<file path="src/rtl/wb_sched_if.sv">
// rtl/wb_sched_if.sv - write-back scheduler bundle: core write-back, load issue/return, hazard check, regfile port
interface wb_sched_if #(
    parameter int XLEN  = 32,
    parameter int DEPTH = 2
);
    logic                       core_wr_en_i;
    logic [4:0]                 core_wr_addr_i;
    logic [XLEN-1:0]            core_wr_data_i;
    logic                       ld_issue_i;
    logic [4:0]                 ld_issue_addr_i;
    logic                       ld_valid_i;
    logic                       ld_ready_o;
    logic [XLEN-1:0]            ld_data_i;
    logic [4:0]                 chk_rs1_addr_i;
    logic [4:0]                 chk_rs2_addr_i;
    logic [4:0]                 chk_rd_addr_i;
    logic                       rd_wr_en_o;
    logic [4:0]                 rd_wr_addr_o;
    logic [XLEN-1:0]            rd_wr_data_o;
    logic                       stall_o;
    logic [$clog2(DEPTH):0]     ld_pend_o;
    logic                       ovf_o;

    modport slave (
        input  core_wr_en_i, core_wr_addr_i, core_wr_data_i,
        input  ld_issue_i, ld_issue_addr_i, ld_valid_i, ld_data_i,
        input  chk_rs1_addr_i, chk_rs2_addr_i, chk_rd_addr_i,
        output ld_ready_o, rd_wr_en_o, rd_wr_addr_o, rd_wr_data_o,
        output stall_o, ld_pend_o, ovf_o
    );

    modport master (
        output core_wr_en_i, core_wr_addr_i, core_wr_data_i,
        output ld_issue_i, ld_issue_addr_i, ld_valid_i, ld_data_i,
        output chk_rs1_addr_i, chk_rs2_addr_i, chk_rd_addr_i,
        input  ld_ready_o, rd_wr_en_o, rd_wr_addr_o, rd_wr_data_o,
        input  stall_o, ld_pend_o, ovf_o
    );
endinterface

</file>
<file path="src/rtl/wb_sched.sv">
// rtl/wb_sched.sv - shares the regfile write port between core write-back and in-order load returns
module wb_sched #(
    parameter int XLEN  = 32,
    parameter int DEPTH = 2
) (
    input  logic        clk_i,
    input  logic        rst_n_i,
    wb_sched_if.slave   bus
);
    localparam int PW = $clog2(DEPTH);
    localparam int CW = PW + 1;

    typedef enum logic {HOLD_EMPTY, HOLD_FULL} hold_t;

    hold_t              r_hold_state;
    hold_t              w_hold_next;
    logic [4:0]         r_fifo [DEPTH];
    logic [PW-1:0]      r_wr_ptr;
    logic [PW-1:0]      r_rd_ptr;
    logic [CW-1:0]      r_count;
    logic [4:0]         r_hold_addr;
    logic [XLEN-1:0]    r_hold_data;

    logic               w_ready;
    logic               w_full;
    logic               w_pop;
    logic               w_push;
    logic               w_capture;
    logic [4:0]         w_head;
    logic               w_sel;
    logic [4:0]         w_addr;
    logic [XLEN-1:0]    w_data;
    logic               w_hit;
    logic [PW-1:0]      w_off;

    assign w_ready   = (r_hold_state == HOLD_EMPTY);
    assign w_full    = (r_count == CW'(DEPTH));
    assign w_head    = r_fifo[r_rd_ptr];
    // A return with nothing outstanding is a protocol error and is dropped.
    assign w_pop     = bus.ld_valid_i && w_ready && (r_count != '0);
    assign w_push    = bus.ld_issue_i && (!w_full || w_pop);
    assign w_capture = w_pop && bus.core_wr_en_i;

    always_comb begin
        w_hold_next = r_hold_state;
        case (r_hold_state)
            HOLD_EMPTY: if (w_capture)          w_hold_next = HOLD_FULL;
            HOLD_FULL:  if (!bus.core_wr_en_i)  w_hold_next = HOLD_EMPTY;
            default:                            w_hold_next = HOLD_EMPTY;
        endcase
    end

    always_comb begin
        w_sel  = 1'b0;
        w_addr = '0;
        w_data = '0;
        if (bus.core_wr_en_i) begin
            w_sel  = 1'b1;
            w_addr = bus.core_wr_addr_i;
            w_data = bus.core_wr_data_i;
        end else if (r_hold_state == HOLD_FULL) begin
            w_sel  = 1'b1;
            w_addr = r_hold_addr;
            w_data = r_hold_data;
        end else if (w_pop) begin
            w_sel  = 1'b1;
            w_addr = w_head;
            w_data = bus.ld_data_i;
        end
    end

    // Pending set: live FIFO slots plus a full hold register; x0 never hazards.
    always_comb begin
        w_hit = 1'b0;
        w_off = '0;
        for (int i = 0; i < DEPTH; i++) begin
            w_off = PW'(i) - r_rd_ptr;
            if ((CW'(w_off) < r_count) && (r_fifo[i] != 5'd0) &&
                ((r_fifo[i] == bus.chk_rs1_addr_i) || (r_fifo[i] == bus.chk_rs2_addr_i) ||
                 (r_fifo[i] == bus.chk_rd_addr_i)))
                w_hit = 1'b1;
        end
        if ((r_hold_state == HOLD_FULL) && (r_hold_addr != 5'd0) &&
            ((r_hold_addr == bus.chk_rs1_addr_i) || (r_hold_addr == bus.chk_rs2_addr_i) ||
             (r_hold_addr == bus.chk_rd_addr_i)))
            w_hit = 1'b1;
    end

    assign bus.ld_ready_o   = w_ready;
    assign bus.rd_wr_en_o   = w_sel && (w_addr != 5'd0);
    assign bus.rd_wr_addr_o = w_addr;
    assign bus.rd_wr_data_o = w_data;
    assign bus.stall_o      = w_hit || w_full;
    assign bus.ld_pend_o    = r_count + CW'(r_hold_state == HOLD_FULL);
    assign bus.ovf_o        = bus.ld_issue_i && w_full && !w_pop;

    always_ff @(posedge clk_i or negedge rst_n_i) begin
        if (!rst_n_i) begin
            for (int i = 0; i < DEPTH; i++) r_fifo[i] <= '0;
            r_wr_ptr     <= '0;
            r_rd_ptr     <= '0;
            r_count      <= '0;
            r_hold_state <= HOLD_EMPTY;
            r_hold_addr  <= '0;
            r_hold_data  <= '0;
        end else begin
            if (w_push) begin
                r_fifo[r_wr_ptr] <= bus.ld_issue_addr_i;
                r_wr_ptr         <= r_wr_ptr + PW'(1);
            end
            if (w_pop) r_rd_ptr <= r_rd_ptr + PW'(1);
            r_count      <= r_count + CW'(w_push) - CW'(w_pop);
            r_hold_state <= w_hold_next;
            if (w_capture) begin
                r_hold_addr <= w_head;
                r_hold_data <= bus.ld_data_i;
            end
        end
    end
endmodule

</file>
<file path="src/flat_wrapper.sv">
// flat-port wrapper written by rule: the top's interface ports become plain ports
module wb_sched_flat 
#(
    parameter int XLEN  = 32,
    parameter int DEPTH = 2
)
  (clk_i, rst_n_i, bus_core_wr_en_i, bus_core_wr_addr_i, bus_core_wr_data_i, bus_ld_issue_i, bus_ld_issue_addr_i, bus_ld_valid_i, bus_ld_data_i, bus_chk_rs1_addr_i, bus_chk_rs2_addr_i, bus_chk_rd_addr_i, bus_ld_ready_o, bus_rd_wr_en_o, bus_rd_wr_addr_o, bus_rd_wr_data_o, bus_stall_o, bus_ld_pend_o, bus_ovf_o);
  wb_sched_if #(.XLEN(XLEN), .DEPTH(DEPTH)) bus_i ();
  input  logic clk_i;
  input  logic rst_n_i;
  input wire logic [$bits(bus_i.core_wr_en_i)-1:0] bus_core_wr_en_i;
  input wire logic [$bits(bus_i.core_wr_addr_i)-1:0] bus_core_wr_addr_i;
  input wire logic [$bits(bus_i.core_wr_data_i)-1:0] bus_core_wr_data_i;
  input wire logic [$bits(bus_i.ld_issue_i)-1:0] bus_ld_issue_i;
  input wire logic [$bits(bus_i.ld_issue_addr_i)-1:0] bus_ld_issue_addr_i;
  input wire logic [$bits(bus_i.ld_valid_i)-1:0] bus_ld_valid_i;
  input wire logic [$bits(bus_i.ld_data_i)-1:0] bus_ld_data_i;
  input wire logic [$bits(bus_i.chk_rs1_addr_i)-1:0] bus_chk_rs1_addr_i;
  input wire logic [$bits(bus_i.chk_rs2_addr_i)-1:0] bus_chk_rs2_addr_i;
  input wire logic [$bits(bus_i.chk_rd_addr_i)-1:0] bus_chk_rd_addr_i;
  output wire logic [$bits(bus_i.ld_ready_o)-1:0] bus_ld_ready_o;
  output wire logic [$bits(bus_i.rd_wr_en_o)-1:0] bus_rd_wr_en_o;
  output wire logic [$bits(bus_i.rd_wr_addr_o)-1:0] bus_rd_wr_addr_o;
  output wire logic [$bits(bus_i.rd_wr_data_o)-1:0] bus_rd_wr_data_o;
  output wire logic [$bits(bus_i.stall_o)-1:0] bus_stall_o;
  output wire logic [$bits(bus_i.ld_pend_o)-1:0] bus_ld_pend_o;
  output wire logic [$bits(bus_i.ovf_o)-1:0] bus_ovf_o;
  assign bus_i.core_wr_en_i = bus_core_wr_en_i;
  assign bus_i.core_wr_addr_i = bus_core_wr_addr_i;
  assign bus_i.core_wr_data_i = bus_core_wr_data_i;
  assign bus_i.ld_issue_i = bus_ld_issue_i;
  assign bus_i.ld_issue_addr_i = bus_ld_issue_addr_i;
  assign bus_i.ld_valid_i = bus_ld_valid_i;
  assign bus_i.ld_data_i = bus_ld_data_i;
  assign bus_i.chk_rs1_addr_i = bus_chk_rs1_addr_i;
  assign bus_i.chk_rs2_addr_i = bus_chk_rs2_addr_i;
  assign bus_i.chk_rd_addr_i = bus_chk_rd_addr_i;
  assign bus_ld_ready_o = bus_i.ld_ready_o;
  assign bus_rd_wr_en_o = bus_i.rd_wr_en_o;
  assign bus_rd_wr_addr_o = bus_i.rd_wr_addr_o;
  assign bus_rd_wr_data_o = bus_i.rd_wr_data_o;
  assign bus_stall_o = bus_i.stall_o;
  assign bus_ld_pend_o = bus_i.ld_pend_o;
  assign bus_ovf_o = bus_i.ovf_o;
  wb_sched #(.XLEN(XLEN), .DEPTH(DEPTH)) u_core (.clk_i(clk_i), .rst_n_i(rst_n_i), .bus(bus_i));
endmodule
</file>
<file path="config.mk">
export PLATFORM = sky130hd
export DESIGN_NAME = wb_sched_flat
export DESIGN_NICKNAME = d
export VERILOG_FILES = /design/src/rtl/wb_sched_if.sv /design/src/rtl/wb_sched.sv /design/src/flat_wrapper.sv
export SDC_FILE = /design/constraint.sdc
export NUM_CORES = 1
export LEC_CHECK = 0
export BUFFER_PORTS_ARGS = -buffer_cell sky130_fd_sc_hd__buf_4
export CAP_MARGIN = 10
export CORE_MARGIN = 2
export CORE_UTILIZATION = 49
export CTS_CLUSTER_DIAMETER = 150
export DETAILED_ROUTE_END_ITERATION = 12
export HOLD_SLACK_MARGIN = 0.12
export PLACE_DENSITY = 0.88
export SYNTH_ARGS = -nofsm -noshare
export SYNTH_HDL_FRONTEND = slang
export SYNTH_SLANG_ARGS = --single-unit
export TNS_END_PERCENT = 20
</file>
<file path="constraint.sdc">
create_clock -name clk_i -period 2.4 [get_ports clk_i]
set_input_delay 0.36 -clock clk_i [delete_from_list [all_inputs] [get_ports clk_i]]
set_output_delay 0.36 -clock clk_i [all_outputs]
set_load 0.03 [all_outputs]
</file>
; Yosys cells after proc, flatten, opt, wreduce, memory -nomap -nowiden
; Index checks and enable logic that the tools add are counted.
[totals]
reg_bits = 52
inputBits = 94
out_inout_bits = 43
elab_cells = 83
[classes]
n_addsub = 7
magnitude_cmp = 5
n_eq_ne = 10
muxes = 21
bitwise_logic = 3
reduce_logical = 29
[ops]
columns = cell, count
row1 = 2-to-1 mux 32 bit, 3
row2 = == test 5 bit, 9
row3 = 2-to-1 mux 5 bit, 7
row4 = nonzero test 5 bit, 4
row5 = logical AND 1 bit, 14
row6 = bitwise mux 10 bit, 1
row7 = logical OR 1 bit, 8
row8 = 2-to-1 mux 1 bit, 8
row9 = demux 5 bit (select 1 bit), 1
row10 = adder 2 x 1 -> 2 bit, 2
row11 = greater-or-equal comparator 2 bit (second input constant), 2
row12 = less-than comparator 1 x 2 -> 1 bit, 2
row13 = NOT 1 -> 2 bit, 2
row14 = adder 1 bit (second input constant), 2
row15 = == test 2 bit (second input constant), 1
row16 = logical NOT 1 bit, 2
row17 = less-than comparator 2 x 1 -> 1 bit (second input constant), 1
row18 = case mux 1 bit (2 select lines), 1
row19 = nonzero test 2 bit, 1
row20 = subtractor 1 bit (first input constant), 2
row21 = subtractor 2 x 1 -> 2 bit, 1
row22 = NOT 1 bit, 1

; Longest topological paths before layout
[depth]
ltp_word = 9
depth_mapped = 10
depth_no_buf = 8

; Worst setup path after synthesis
; Ideal clock, no wire load.
[synth_timing]
path_type = register to output
from = reg u_core.r_hold_state
to = out bus_rd_wr_data_o[22]
arrival_time_ns = 1.971
t_required_ns = 2.040
slack_ns = 0.069
path_stages_with_launch = 8
n_path_buf = 2
path_cell_list = dfrtp_1 > nand2b_1 > or2_1 > buf_4 > inv_4 > buf_2 > a22oi_1 > o21ai_0
[synth_between]
elab_chain_len = 6
[synth_rtl]
columns = element, line_no
row1 = start: declaration, wb_sched.sv:15  ; hold_t r_hold_state;
row2 = start signal: assignment, wb_sched.sv:113  ; r_hold_state <= w_hold_next;
row3 = NOT 1 bit, -
row4 = logical AND 1 bit (2 in a row), wb_sched.sv:40  ; assign w_pop = bus.ld_valid_i && w_ready && (r_count != '0);
row5 = 2-to-1 mux 32 bit, wb_sched.sv:65  ; end else if (w_pop) begin
row6 = 2-to-1 mux 32 bit *, wb_sched.sv:61  ; end else if (r_hold_state == HOLD_FULL) begin
row7 = 2-to-1 mux 32 bit *, wb_sched.sv:57  ; if (bus.core_wr_en_i) begin
row8 = end: declaration, flat_wrapper.sv:24  ; output wire logic [$bits(bus_i.rd_wr_data_o)-1:0] bus_rd_wr_data_o;
; Every way passes the cells marked *; elsewhere a longest branch is shown, timed or not.

; Worst setup path in the final report
[layout_timing]
from = reg u_core.r_fifo[7] (netlist name)
to = out bus_stall_o
[layout_between]
elab_chain_len = 8
elab_cells_between_ends = 12
cone_classes = eq/ne: 3 / mux: 3 / reduce/logical: 6
[layout_rtl]
columns = element, line_no
row1 = start: declaration, wb_sched.sv:17  ; logic [4:0] r_fifo [DEPTH];
row2 = start signal: indexed assignment, wb_sched.sv:108  ; r_fifo[r_wr_ptr] <= bus.ld_issue_addr_i;
row3 = == test 5 bit, wb_sched.sv:79  ; ((r_fifo[i] == bus.chk_rs1_addr_i) || (r_fifo[i] == bus.chk_rs2_addr_i) ||
row4 = logical OR 1 bit (2 in a row), wb_sched.sv:79
row5 = logical AND 1 bit *, wb_sched.sv:78  ; if ((CW'(w_off) < r_count) && (r_fifo[i] != 5'd0) &&
row6 = 2-to-1 mux 1 bit * (2 in a row), wb_sched.sv:78
row7 = 2-to-1 mux 1 bit *, wb_sched.sv:83  ; if ((r_hold_state == HOLD_FULL) && (r_hold_addr != 5'd0) &&
row8 = logical OR 1 bit *, wb_sched.sv:93  ; assign bus.stall_o = w_hit || w_full;
row9 = end: declaration, flat_wrapper.sv:25  ; output wire logic [$bits(bus_i.stall_o)-1:0] bus_stall_o;
; Marked as above.

==> impl_metrics.prom <==
# TYPE chip_impl_metric gauge
chip_impl_metric{name="finalHoldViolations",unit=""} 0
chip_impl_metric{name="synth.distinct_cells",unit=""} 35
chip_impl_metric{name="design.final.nets",unit=""} 585
chip_impl_metric{name="gp_congestion",unit=""} 0.907
chip_impl_metric{name="yosysWarningCount",unit=""} 0
chip_impl_info{name="failing_checks",value="setup timing"} 1
chip_impl_metric{name="dpl-instance-area",unit="sq mm"} 0.00448
chip_impl_info{name="timing.rr.end",value="u_core.r_count[1]"} 1
chip_impl_metric{name="count_of_max_cap_constraint_violations",unit=""} 0
chip_impl_metric{name="setup_ws",unit="ns"} -0.129
chip_impl_metric{name="synthesis.instances",unit=""} 356
chip_impl_metric{name="vdd_ir_drop_max",unit="V"} 0.000517
chip_impl_metric{name="drt_first_pass_iters",unit=""} 4
chip_impl_metric{name="die-width",unit="um"} 87.8
chip_impl_info{name="setup.worst_path.end_class",value="output pin"} 1
chip_impl_metric{name="synth_edf_count",unit=""} 0
chip_impl_metric{name="reg2regPathDepth",unit=""} 9
chip_impl_metric{name="fp.dieH",unit="um"} 87.8
chip_impl_metric{name="synthesis.area",unit="sq mm"} 0.00344
chip_impl_metric{name="critical_path.max_fanout",unit=""} 4
chip_impl_metric{name="hold_path_depth",unit=""} 2
chip_impl_metric{name="timing.fmax",unit="GHz"} 0.395
chip_impl_metric{name="layout_min_cycle_time",unit="ns"} 2.53
chip_impl_metric{name="final_design_area_no_fill",unit="sq mm"} 0.00479
chip_impl_metric{name="ant_nets",unit=""} 0
chip_impl_metric{name="cp_data_required_time",unit="ns"} 2.04
chip_impl_metric{name="r2r_slack",unit="ns"} 0.44
chip_impl_metric{name="placement.io_buffers",unit=""} 136
chip_impl_metric{name="initial_antenna_violation_count",unit=""} 0
chip_impl_metric{name="total_power",unit="W"} 0.00536
chip_impl_info{name="hold_start",value="bus_ld_data_i[29]"} 1
chip_impl_metric{name="count_of_unresolved_drc_violations_after_routing",unit=""} 0
chip_impl_metric{name="die_area",unit="sq mm"} 0.00770
chip_impl_metric{name="detailroute.via_count",unit=""} 3198
chip_impl_metric{name="synth.ff_latch_count",unit=""} 52
chip_impl_info{name="worstReg2RegStart",value="u_core.r_hold_state"} 1
chip_impl_metric{name="start_util",unit="%"} 50.6
chip_impl_info{name="cts_tree",value="built"} 1
chip_impl_info{name="worst-setup-path-type",value="reg2out"} 1
chip_impl_metric{name="wirelength",unit="um"} 10100
chip_impl_metric{name="tightestPinTransition",unit="ns"} 0.660
chip_impl_metric{name="cts_num_sinks",unit=""} 52
chip_impl_metric{name="crit_arrival",unit="ns"} 2.17
chip_impl_metric{name="post-route-period-util",unit="%"} 105
chip_impl_metric{name="power.density",unit="mW/mm^2"} 1120
chip_impl_metric{name="postSynth.asyncResetShare",unit="%"} 100
chip_impl_metric{name="detail_route.wl_per_cell",unit="um"} 17.2
chip_impl_info{name="startpoint_type",value="flop"} 1
chip_impl_metric{name="flow.area_growth_from_synthesis",unit="%"} 39.2
chip_impl_info{name="min_delay_worst_endpoint",value="u_core.r_hold_data[29]"} 1
chip_impl_metric{name="antenna_cells",unit=""} 0
chip_impl_info{name="result_of_the_run",value="finished, violations left"} 1
chip_impl_metric{name="ys_seq_area_share",unit="%"} 37.9
chip_impl_metric{name="synth.net_count",unit=""} 453
chip_impl_metric{name="route.detailed.vias_per_inst",unit=""} 5.47
chip_impl_metric{name="cts.reportedPaths.clkPinSlew",unit="ns"} 0.10
chip_impl_metric{name="dp.final_hpwl",unit="um"} 7080
chip_impl_metric{name="globalRouteOverflowTotal",unit=""} 0
chip_impl_metric{name="syn-mean-instance-area",unit="sq um"} 9.65
chip_impl_metric{name="groute.usage.overall",unit="%"} 25.9
chip_impl_metric{name="cts_max_path_buffers",unit=""} 2
chip_impl_metric{name="timing.final.max_slew_violations",unit=""} 0
chip_impl_metric{name="clkLatencyLatePin",unit="ns"} 0.32
chip_impl_info{name="timing.hold.worst.class",value="in2reg"} 1
chip_impl_metric{name="drt-initial-drc-count",unit=""} 181
chip_impl_metric{name="ioPinCount",unit=""} 137
chip_impl_metric{name="number_of_global_route_vias_before_repair",unit=""} 3272
chip_impl_metric{name="grt_max_degree",unit=""} 65
chip_impl_info{name="postSynth.topFlopCell",value="dfrtp_1"} 1
chip_impl_metric{name="report.final.setup_viol",unit=""} 2
chip_impl_info{name="rsz_0062_raised_after_global_routing",value="yes"} 1
chip_impl_metric{name="final.setup_skew",unit="ns"} 0.0145
chip_impl_metric{name="drive_above_1_share",unit="%"} 47.6
chip_impl_metric{name="slew_headroom",unit="%"} 56.0
chip_impl_info{name="clock-root-buffer",value="clkbuf_8"} 1
chip_impl_metric{name="grt_first_pass_wirelength",unit="um"} 15500
chip_impl_metric{name="cts-htree-levels",unit=""} 2
chip_impl_metric{name="cts-buffers-inserted",unit=""} 5
chip_impl_metric{name="core-area",unit="sq mm"} 0.00679
chip_impl_metric{name="rows",unit=""} 30
chip_impl_metric{name="pre_cts_slack",unit="ns"} 0.130
chip_impl_metric{name="standby_leakage_power",unit="nW"} 2.23
-- cell usage after synthesis (all sizes together), types with 2 or more instances --
master / n / share of area [%]
dfrtp: 52 / 38
mux2: 48 / 16
nand2: 43 / 4.8
o21ai: 41 / 6.0
a22oi: 35 / 7.6
xor2: 28 / 7.1
xnor2: 22 / 5.6
clkbuf: 20 / 2.2
buf: 16 / 3.3
nand3: 9 / 1.3
nor3: 9 / 1.3
inv: 7 / 0.84
or4: 5 / 1.1
a31oi: 3 / 0.55
ha: 3 / 1.1
nor2: 3 / 0.33
mux2i: 2 / 0.58
-- worst max-delay path by stage --
stage                              from                   end  slack, ns  cells after the start
finish                 u_core.r_fifo[7]           bus_stall_o      -0.13                      5
floorplan           u_core.r_hold_state  bus_rd_wr_data_o[22]       0.07                      7
global placement         bus_ld_valid_i        bus_rd_wr_en_o       0.22                      8
global route            u_core.r_rd_ptr        bus_rd_wr_en_o      -0.17                      7
CTS                    u_core.r_fifo[1]           bus_stall_o      -0.11                      5
detailed placement       bus_ld_valid_i        bus_rd_wr_en_o       0.13                      8
-- cell families (layout without fill, tap and decap cells) --
family / after synthesis / count (layout) / synth area share (%)
AO/OA/AOI/OAI: 85 / 85 / 15.4
multiplexers: 50 / 50 / 17.0
XOR/XNOR: 50 / 50 / 12.7
adder cells (fa/ha/maj): 3 / 3 / 1.09
AND/OR/NAND/NOR: 73 / 73 / 9.54
buffers and inverters: 43 / 176 / 6.37
flip-flops: 52 / 52 / 37.9
-- through the flow --
| stage | TNS, ns | hold WS, ns | utilization, % | cells |
|---|---|---|---|---|
| 3_5_place_dp | 0 | 0.435 | 65.9 | 564 |
| 3_3_place_gp | 0 | 0.428 | 65.9 | 564 |
| 5_1_grt | -0.329 | 0.267 | 70.4 | 585 |
| 4_1_cts | -0.177 | 0.263 | 69.6 | 583 |
| 6_report | -0.224 | 0.273 | 70.4 | 585 |
| 2_1_floorplan | 0 | 0.0644 | - | 356 |
-- per-layer routing --
metal / vias to the layer above / GRT usage (%) / share of wire [%]
li1: 1516 / - / -
met1: 1519 / 30.4 / 38
met2: 121 / 44.7 / 52
met3: 42 / 5.94 / 5.6
met4: 0 / 12.6 / 4.0
met5: - / 0 / 0
-- registers in the layout, indices dropped and copies added (netlist names) --
name,count
u_core.r_rd_ptr,1
u_core.r_count,2
u_core.r_hold_data,32
u_core.r_hold_state,1
u_core.r_wr_ptr,1
u_core.r_fifo,10
u_core.r_hold_addr,5
-- what timing repair did --
item | CTS | global route
hold endpoints to repair | 52 | 0
setup endpoints to repair | 34 | 33
pin swaps | 2 | 2
hold buffers | 1 | 0
gates resized for setup | 19 | 11
gates cloned | 0 | 1
setup buffers | 10 | 1
-- final cells by class --
type                       instances  area [sq um]
clock inverter                     2          38.8
clock buffer                       6          82.6
timing repair buffer             161          1250
tap                               96           120
fill                             499          2010
multi-input combinational        261          1950
sequential                        52          1310
inverter                           7          28.8
-- critical path: stages, from the launching register on --
cell and delay (ns):
dfrtp_2 0.45, or4_4 0.50, o22ai_2 0.19, a31oi_1 0.05, or4_1 0.50, buf_6 0.16
-- where the power goes --
group	switching, W	internal [W]
Sequential	0.000411	0.00133
Combinational	0.00145	0.00152
Clock	0.000306	0.000341
-- cells in the final DEF (no fill, tap or decap), types with 2 or more instances in the layout --
cell type	instances
a31oi_1	3
buf_4	155
nor3_1	9
o21ai_2	2
mux2_4	7
mux2i_1	2
buf_6	3
nor2_1	3
mux2_2	41
o21ai_0	31
nand3_1	9
dfrtp_2	7
a22oi_1	34
inv_1	6
dfrtp_1	45
or4_4	3
xnor2_1	22
or4_1	2
ha_1	3
o21ai_1	8
xor2_1	28
clkbuf_8	6
nand2_1	42
Note: power is estimated with default switching activity, not from simulation.
